### src/rtl/rotary_decoder_mc.sv
// Multi-channel quadrature decoder: per-channel sync, debounce, Gray-step decode,
// detent pulses, bounded position counter and sticky illegal-transition flag.
module rotary_decoder_mc #(
    parameter int N_CH    = 2,
    parameter int STEPS   = 4,
    parameter int DEB_CYC = 16,
    parameter int POS_W   = 8,
    parameter int POS_MAX = 255,
    parameter int WRAP    = 1
) (
    input  logic                  clk,
    input  logic                  rst_n,
    input  logic [N_CH-1:0]       a,
    input  logic [N_CH-1:0]       b,
    input  logic [N_CH-1:0]       clr,
    input  logic [N_CH-1:0]       err_clr,
    output logic [N_CH-1:0]       pulse_up,
    output logic [N_CH-1:0]       pulse_down,
    output logic [N_CH*POS_W-1:0] pos,
    output logic [N_CH-1:0]       err
);

    localparam int CNT_W = (DEB_CYC > 1) ? $clog2(DEB_CYC) : 1;
    localparam int ACC_W = $clog2(STEPS + 1) + 1;
    localparam logic [CNT_W-1:0]        CNT_LAST  = CNT_W'(DEB_CYC - 1);
    localparam logic signed [ACC_W-1:0] ACC_POS   = ACC_W'(STEPS);
    localparam logic signed [ACC_W-1:0] ACC_NEG   = ACC_W'(-STEPS);
    localparam logic signed [ACC_W-1:0] ACC_ONE   = ACC_W'(1);
    localparam logic [POS_W-1:0]        POS_MAX_V = POS_W'(POS_MAX);

    typedef enum logic {ST_INIT, ST_TRACK} state_t;

    // Clockwise successor in {A,B} order: 00 -> 10 -> 11 -> 01 -> 00
    function automatic logic [1:0] cw_next(input logic [1:0] ab);
        case (ab)
            2'b00:   return 2'b10;
            2'b10:   return 2'b11;
            2'b11:   return 2'b01;
            default: return 2'b00;
        endcase
    endfunction

    genvar gi;
    generate
        for (gi = 0; gi < N_CH; gi++) begin : g_ch
            logic [1:0]              sync1_reg, sync2_reg, filt_reg, prev_reg;
            logic [CNT_W-1:0]        deb_cnt_reg [2];
            logic [CNT_W-1:0]        init_cnt_reg;
            logic signed [ACC_W-1:0] acc_reg;
            logic [POS_W-1:0]        pos_reg;
            logic                    up_reg, down_reg, err_reg;
            state_t                  state_reg;

            logic                    moved, step_bad, step_cw, step_ccw;
            logic                    det_up, det_down;
            logic signed [ACC_W-1:0] acc_base;
            logic [POS_W-1:0]        pos_up_next, pos_down_next;

            assign moved    = (state_reg == ST_TRACK) && (filt_reg != prev_reg);
            assign step_bad = moved && (filt_reg == ~prev_reg);
            assign step_cw  = moved && (filt_reg == cw_next(prev_reg));
            assign step_ccw = moved && !step_bad && !step_cw;
            assign det_up   = (state_reg == ST_TRACK) && (acc_reg == ACC_POS);
            assign det_down = (state_reg == ST_TRACK) && (acc_reg == ACC_NEG);
            // A step landing on the detent cycle starts counting from zero
            assign acc_base = (det_up || det_down) ? '0 : acc_reg;

            assign pos_up_next = (pos_reg == POS_MAX_V) ?
                                 ((WRAP != 0) ? '0 : pos_reg) : pos_reg + POS_W'(1);
            assign pos_down_next = (pos_reg == '0) ?
                                   ((WRAP != 0) ? POS_MAX_V : pos_reg) : pos_reg - POS_W'(1);

            always_ff @(posedge clk or negedge rst_n) begin
                if (!rst_n) begin
                    sync1_reg      <= '0;
                    sync2_reg      <= '0;
                    filt_reg       <= '0;
                    prev_reg       <= '0;
                    deb_cnt_reg[0] <= '0;
                    deb_cnt_reg[1] <= '0;
                    init_cnt_reg   <= '0;
                    acc_reg        <= '0;
                    pos_reg        <= '0;
                    up_reg         <= 1'b0;
                    down_reg       <= 1'b0;
                    err_reg        <= 1'b0;
                    state_reg      <= ST_INIT;
                end else begin
                    sync1_reg <= {a[gi], b[gi]};
                    sync2_reg <= sync1_reg;
                    up_reg    <= 1'b0;
                    down_reg  <= 1'b0;

                    for (int k = 0; k < 2; k++) begin
                        if (sync2_reg[k] != filt_reg[k]) begin
                            if (deb_cnt_reg[k] == CNT_LAST) begin
                                filt_reg[k]    <= sync2_reg[k];
                                deb_cnt_reg[k] <= '0;
                            end else begin
                                deb_cnt_reg[k] <= deb_cnt_reg[k] + CNT_W'(1);
                            end
                        end else begin
                            deb_cnt_reg[k] <= '0;
                        end
                    end

                    if (err_clr[gi])
                        err_reg <= 1'b0;

                    case (state_reg)
                        ST_INIT: begin
                            // Adopt the resting encoder position without decoding it
                            if (init_cnt_reg == CNT_LAST) begin
                                filt_reg       <= sync2_reg;
                                prev_reg       <= sync2_reg;
                                deb_cnt_reg[0] <= '0;
                                deb_cnt_reg[1] <= '0;
                                state_reg      <= ST_TRACK;
                            end else begin
                                init_cnt_reg <= init_cnt_reg + CNT_W'(1);
                            end
                        end
                        default: begin
                            if (moved)
                                prev_reg <= filt_reg;
                            if (det_up) begin
                                up_reg  <= 1'b1;
                                pos_reg <= pos_up_next;
                            end else if (det_down) begin
                                down_reg <= 1'b1;
                                pos_reg  <= pos_down_next;
                            end
                            if (step_bad) begin
                                acc_reg <= '0;
                                err_reg <= 1'b1;
                            end else if (step_cw) begin
                                acc_reg <= acc_base + ACC_ONE;
                            end else if (step_ccw) begin
                                acc_reg <= acc_base - ACC_ONE;
                            end else if (det_up || det_down) begin
                                acc_reg <= '0;
                            end
                        end
                    endcase

                    if (clr[gi]) begin
                        pos_reg <= '0;
                        acc_reg <= '0;
                    end
                end
            end

            assign pulse_up[gi]                 = up_reg;
            assign pulse_down[gi]               = down_reg;
            assign err[gi]                      = err_reg;
            assign pos[gi*POS_W +: POS_W]       = pos_reg;
        end
    endgenerate

endmodule

### config.mk
export PLATFORM = sky130hd
export DESIGN_NAME = rotary_decoder_mc
export DESIGN_NICKNAME = d
export VERILOG_FILES = /design/src/rtl/rotary_decoder_mc.sv
export SDC_FILE = /design/constraint.sdc
export NUM_CORES = 1
export LEC_CHECK = 0
export CORE_AREA = 2 2 120 87
export DETAILED_ROUTE_END_ITERATION = 16
export DIE_AREA = 0 0 122 89
export HOLD_SLACK_MARGIN = 0.03
export PLACE_DENSITY = 0.76
export SLEW_MARGIN = 20
export SYNTH_ARGS = -nofsm -noshare
export SYNTH_HDL_FRONTEND = slang
export SYNTH_SLANG_ARGS = --single-unit
### constraint.sdc
create_clock -name clk -period 1.9 [get_ports clk]
set_clock_uncertainty 0.15 [all_clocks]
set_input_delay 0.38 -clock clk [delete_from_list [all_inputs] [get_ports clk]]
set_output_delay 0.38 -clock clk [all_outputs]
set_load 0.005 [all_outputs]
# After elaboration in Yosys (flattened, before gate mapping)
# Index checks and enable logic that the tools add are counted.
# totals
ff_bits	72
input_bits	10
out_inout_bits	22
word_cells	186
# op_classes
n_addsub	14
n_eq_ne	28
muxes	76
bitwise	6
n_reduce_logical	36
# op_table
op	count
2-to-1 mux 8 bit	16
2-to-1 mux 4 bit	20
== test 4 bit, second input constant	8
2-to-1 mux 1 bit	28
adder 4 x 1 -> 4 bit, second input constant	6
2-to-1 mux 2 bit	10
adder 8 x 1 -> 8 bit, second input constant	2
== test 8 bit, second input constant	2
zero test 8 bit	2
subtractor 8 x 1 -> 8 bit, second input constant	2
logical AND 1 bit	14
one-hot mux 2 bit (3 select lines)	2
AND reduction 2 bit	6
adder 4 x 2 -> 4 bit, second input constant	2
== test 2 bit	4
== test 2 bit, second input constant	4
== test 4 x 3 -> 1 bit, second input constant	2
nonzero test 2 bit	4
subtractor 4 x 2 -> 4 bit, second input constant	2
nonzero test 3 bit	2
zero test 1 bit	4
zero test 2 bit	2
!= test 1 bit	4
!= test 2 x 1 -> 1 bit, second input constant	2
other kinds (4)	10

# Longest topological paths before layout
# depth
ltp_word	11
ltp_mapped	8
mapped_depth_nobuf	7

# Least setup slack after synthesis
# Ideal clock, no wire load.
# synth_path
path_type	register -> register
start	register g_ch[1].pos_reg[0]
end	register g_ch[1].pos_reg[3]
setup_ps	66
arrival_ps	1704
t_required_ps	1684
setup_slack_ps	-20
stages_incl_launch_ff	8
n_path_buf	0
period_less_slack_ps	1920
cell_sequence	dfrtp_1 -> inv_1 -> ha_1 -> nor3b_1 -> a22oi_2 -> and3_1 -> o32ai_1 -> a22o_1
# synth_between
elab_chain_len	6
elab_cells_between_ends	10
cone_classes	add/sub: 2; eq/ne: 1; mux: 6; reduce/logical: 1
# synth_lines
item	line_no	source
from (decl)	50	logic [POS_W-1:0] pos_reg;
from (signal assigned)	128	pos_reg <= pos_up_next;
from (signal assigned)	131	pos_reg <= pos_down_next;
subtractor 8 x 1 -> 8 bit / zero test 8 bit (equally long branches)	71, 70	
2-to-1 mux 8 bit	70	assign pos_down_next = (pos_reg == '0) ?
2-to-1 mux 8 bit	129	end else if (det_down) begin
2-to-1 mux 8 bit (*)	126	if (det_up) begin
2-to-1 mux 8 bit (*)	110	case (state_reg)
2-to-1 mux 8 bit (*)	146	if (clr[gi]) begin
# Every way passes the cells marked *; elsewhere a longest branch is shown, timed or not. The select of a mux whose other input is x is not followed.
# A chain may end at the register's enable or synchronous reset.

# Final worst setup path
# layout_path
start	register g_ch[1].pos_reg[1]
end	register g_ch[1].pos_reg[7]
# Same word-level chain as after synthesis.

==> impl_metrics.json <==
{
  "grt_overflow": 0,
  "crit_type": "flop to flop",
  "ys_types": 67,
  "final_common_cell": "dfrtp_1",
  "vias": 3702,
  "fin_crit_sh_pct": 102,
  "finalNetCount": 546,
  "placed_cell_area_sq_um": 4860,
  "clock_path_buffers": 2,
  "r2r_end": "g_ch[1].pos_reg[7]",
  "dp_hpwl_um": 6900,
  "start_util_pct": 44.4,
  "synth_top_flop_cell": "dfrtp_1",
  "reg2reg_slack_ns": -0.04,
  "worst_slack_ns": -0.0413,
  "status": "finished with violations",
  "syn_nets": 477,
  "cts_buffers": 9,
  "grt_use_total_pct": 19.3,
  "hold_depth": 0,
  "cts_root_buf": "clkbuf_16",
  "power_density_nw_per_um2": 870,
  "drv_slew": 0,
  "slowest_stage": "dfrtp_1",
  "crit_path_start_kind": "flop",
  "p_leak_nw": 2.43,
  "post-route-drc-count": 0,
  "placeableCoreArea_sq_um": 9570,
  "fin_area_sq_um": 5500,
  "wl_per_cell_um": 15.6,
  "synth_edf_count": 0,
  "die_w_um": 122,
  "holdPathEnd": "g_ch[0].sync2_reg[1]",
  "hold_ws_ns": 0.199,
  "drt-initial-drc-count": 376,
  "rsz0062_at_grt": "true",
  "hold_viol_final": 0,
  "timing.slew.headroom_pct": 66.8,
  "tightest_slew_ns": 0.495,
  "crit_family": "compound AO/OA/AOI/OAI gates",
  "place.gp.congestion": 0.914,
  "crit_chain": "ha_2 -> and3_4 -> nand3_4 -> o31ai_4 -> buf_6 -> a2111oi_2 -> a211o_1",
  "vdd_drop_max_v": 0.000491,
  "finalSetupTns_ns": -0.0478,
  "grt_pass1_vias": 3545,
  "ys_warn_count": 0,
  "syn_avg_cell_area_sq_um": 9.42,
  "slowest_delay_ns": 0.43,
  "maxCapViolCount": 0,
  "rr_worst_depth": 7,
  "drive_gt1_share_pct": 23.8,
  "yosys_register_bits": 72,
  "io_buffers": 31,
  "async_flop_share_pct": 100,
  "totalWireLength_um": 10200,
  "setup_viol": 2,
  "clk_pin_slew_ns": 0.06,
  "reg2reg_from": "g_ch[1].pos_reg[1]",
  "clk_latency_ns": 0.34,
  "dr.pass1.iters": 5,
  "path_buf_inv": 1,
  "grt_start_max_net_pins": 50,
  "grt_first_pass_wirelength_um": 16400,
  "antennaDiodeCount": 0,
  "core.rowCount": 30,
  "crit_arrival_ns": 2.01,
  "synth_seq_area_share_pct": 42.4,
  "cts_sinks": 72,
  "antenna_left": 0,
  "cp_max_fo": 6,
  "fin_crit_ns": 1.94,
  "syn_inst": 451,
  "vias_per_cell": 5.67,
  "min_from": "g_ch[0].sync1_reg[1]",
  "ios": 32,
  "required_ns": 1.97,
  "die_area_sq_um": 10900,
  "synthesis.area_sq_um": 4250,
  "die_h_um": 89,
  "antenna_found_initial": 0,
  "cts_tree": "yes",
  "area_growth_pct": 29.4,
  "htreeDepth": 3,
  "end_kind": "flop",
  "fmax_mhz": 515,
  "hold_class": "flop to flop",
  "violations": "setup timing",
  "most-common-layout-cells": "59 x dfrtp_1, 52 x buf_4, 36 x nand2_1, 33 x nor2_1, 28 x clkdlybuf4s50_1"
}
routing by layer:
metal	global-route usage, %	up-vias	part of all wire [%]
li1	-	1753	-
met2	30.7	121	47
met3	4.66	20	5.3
met5	0	-	0
met4	7.84	0	1.7
met1	25.6	1808	46
through the flow:
stage	power [mW]	worst slack, ns	utilization, %	cells
4_1_cts	4.73	0.00182	55.1	638
3_5_place_dp	2.72	-0.0356	50.8	617
5_1_grt	5.01	-0.0928	57.5	653
2_1_floorplan	2.38	0.0334	-	451
6_report	4.78	-0.0413	57.5	653
3_3_place_gp	2.68	0.0351	50.8	617
repair_timing:
item	4_1_cts	5_1_grt
cloned	0	0
pin swaps	2	12
hold endpoints to repair	23	0
endpoints found under the setup margin	12	22
setup buffers	4	15
hold buffers	1	0
resized for setup	17	23
layout make-up:
type	instances	area, sq um
Tap cell	128	160
Clock inverter	7	119
Inverter	28	105
Timing Repair Buffer	89	783
Multi-Input combinational cell	320	2290
Fill cell	780	4070
Sequential cell	72	1820
Clock buffer	9	225
where the power goes:
part	internal [mW]	switching (mW)
sequential	1.65	0.140
clock	1.28	0.661
combinational	0.523	0.528
synthesized netlist by cell type (2+ instances only):
library cell	number	area share, %
o21ai_0	27	3.2
nor3_1	6	0.71
buf_6	2	0.53
dfrtp_1	72	42
nor2_1	33	2.9
a211o_1	4	0.82
o31ai_1	2	0.35
nand4b_1	4	0.82
nor4_1	4	0.59
xor2_1	14	2.9
nand4_1	4	0.59
nand3_1	14	1.6
or4_1	2	0.35
mux2_2	6	1.6
mux2i_1	7	1.6
and3_1	8	1.2
a21oi_1	21	2.5
o21ai_1	2	0.24
a31oi_1	16	2.4
buf_4	6	1.1
nor2b_1	5	0.74
nor3b_1	6	1.1
clkbuf_1	17	1.5
a221o_1	2	0.47
buf_2	6	0.71
ha_1	16	4.7
inv_1	27	2.4
a22o_1	3	0.62
a311oi_1	6	1.2
a32oi_1	2	0.41
nand4bb_1	2	0.53
xnor2_1	17	3.5
nand2b_1	7	1.0
a221oi_1	2	0.41
a211oi_1	5	0.88
o22ai_1	3	0.44
or2_2	3	0.44
nand2_1	36	3.2
a21o_1	4	0.71
how the worst max path moves through the flow:
stage | cells after the start | start | slack [ns] | to
detailed placement | 7 | g_ch[1].pos_reg[1] | -0.04 | g_ch[1].pos_reg[3]
global route | 7 | g_ch[1].pos_reg[1] | -0.09 | g_ch[1].pos_reg[7]
floorplan | 7 | g_ch[1].pos_reg[0] | 0.03 | g_ch[1].pos_reg[3]
global placement | 5 | g_ch[1].pos_reg[3] | 0.04 | g_ch[1].pos_reg[7]
CTS | 7 | g_ch[1].pos_reg[0] | 0.002 | g_ch[1].pos_reg[3]
finish | 7 | g_ch[1].pos_reg[1] | -0.04 | g_ch[1].pos_reg[7]
cells by family (layout without fill, tap and decap cells):
kind of cell / after synthesis / count (layout) / synth area share, %
simple gates: 146 / 146 / 18.9
compound gates: 114 / 114 / 18.1
flops: 72 / 72 / 42.4
buf+inv: 59 / 133 / 6.27
xor+xnor: 31 / 31 / 6.39
fa+ha+maj: 16 / 16 / 4.71
mux: 13 / 13 / 3.24
Power figures use the tool's default switching activity.
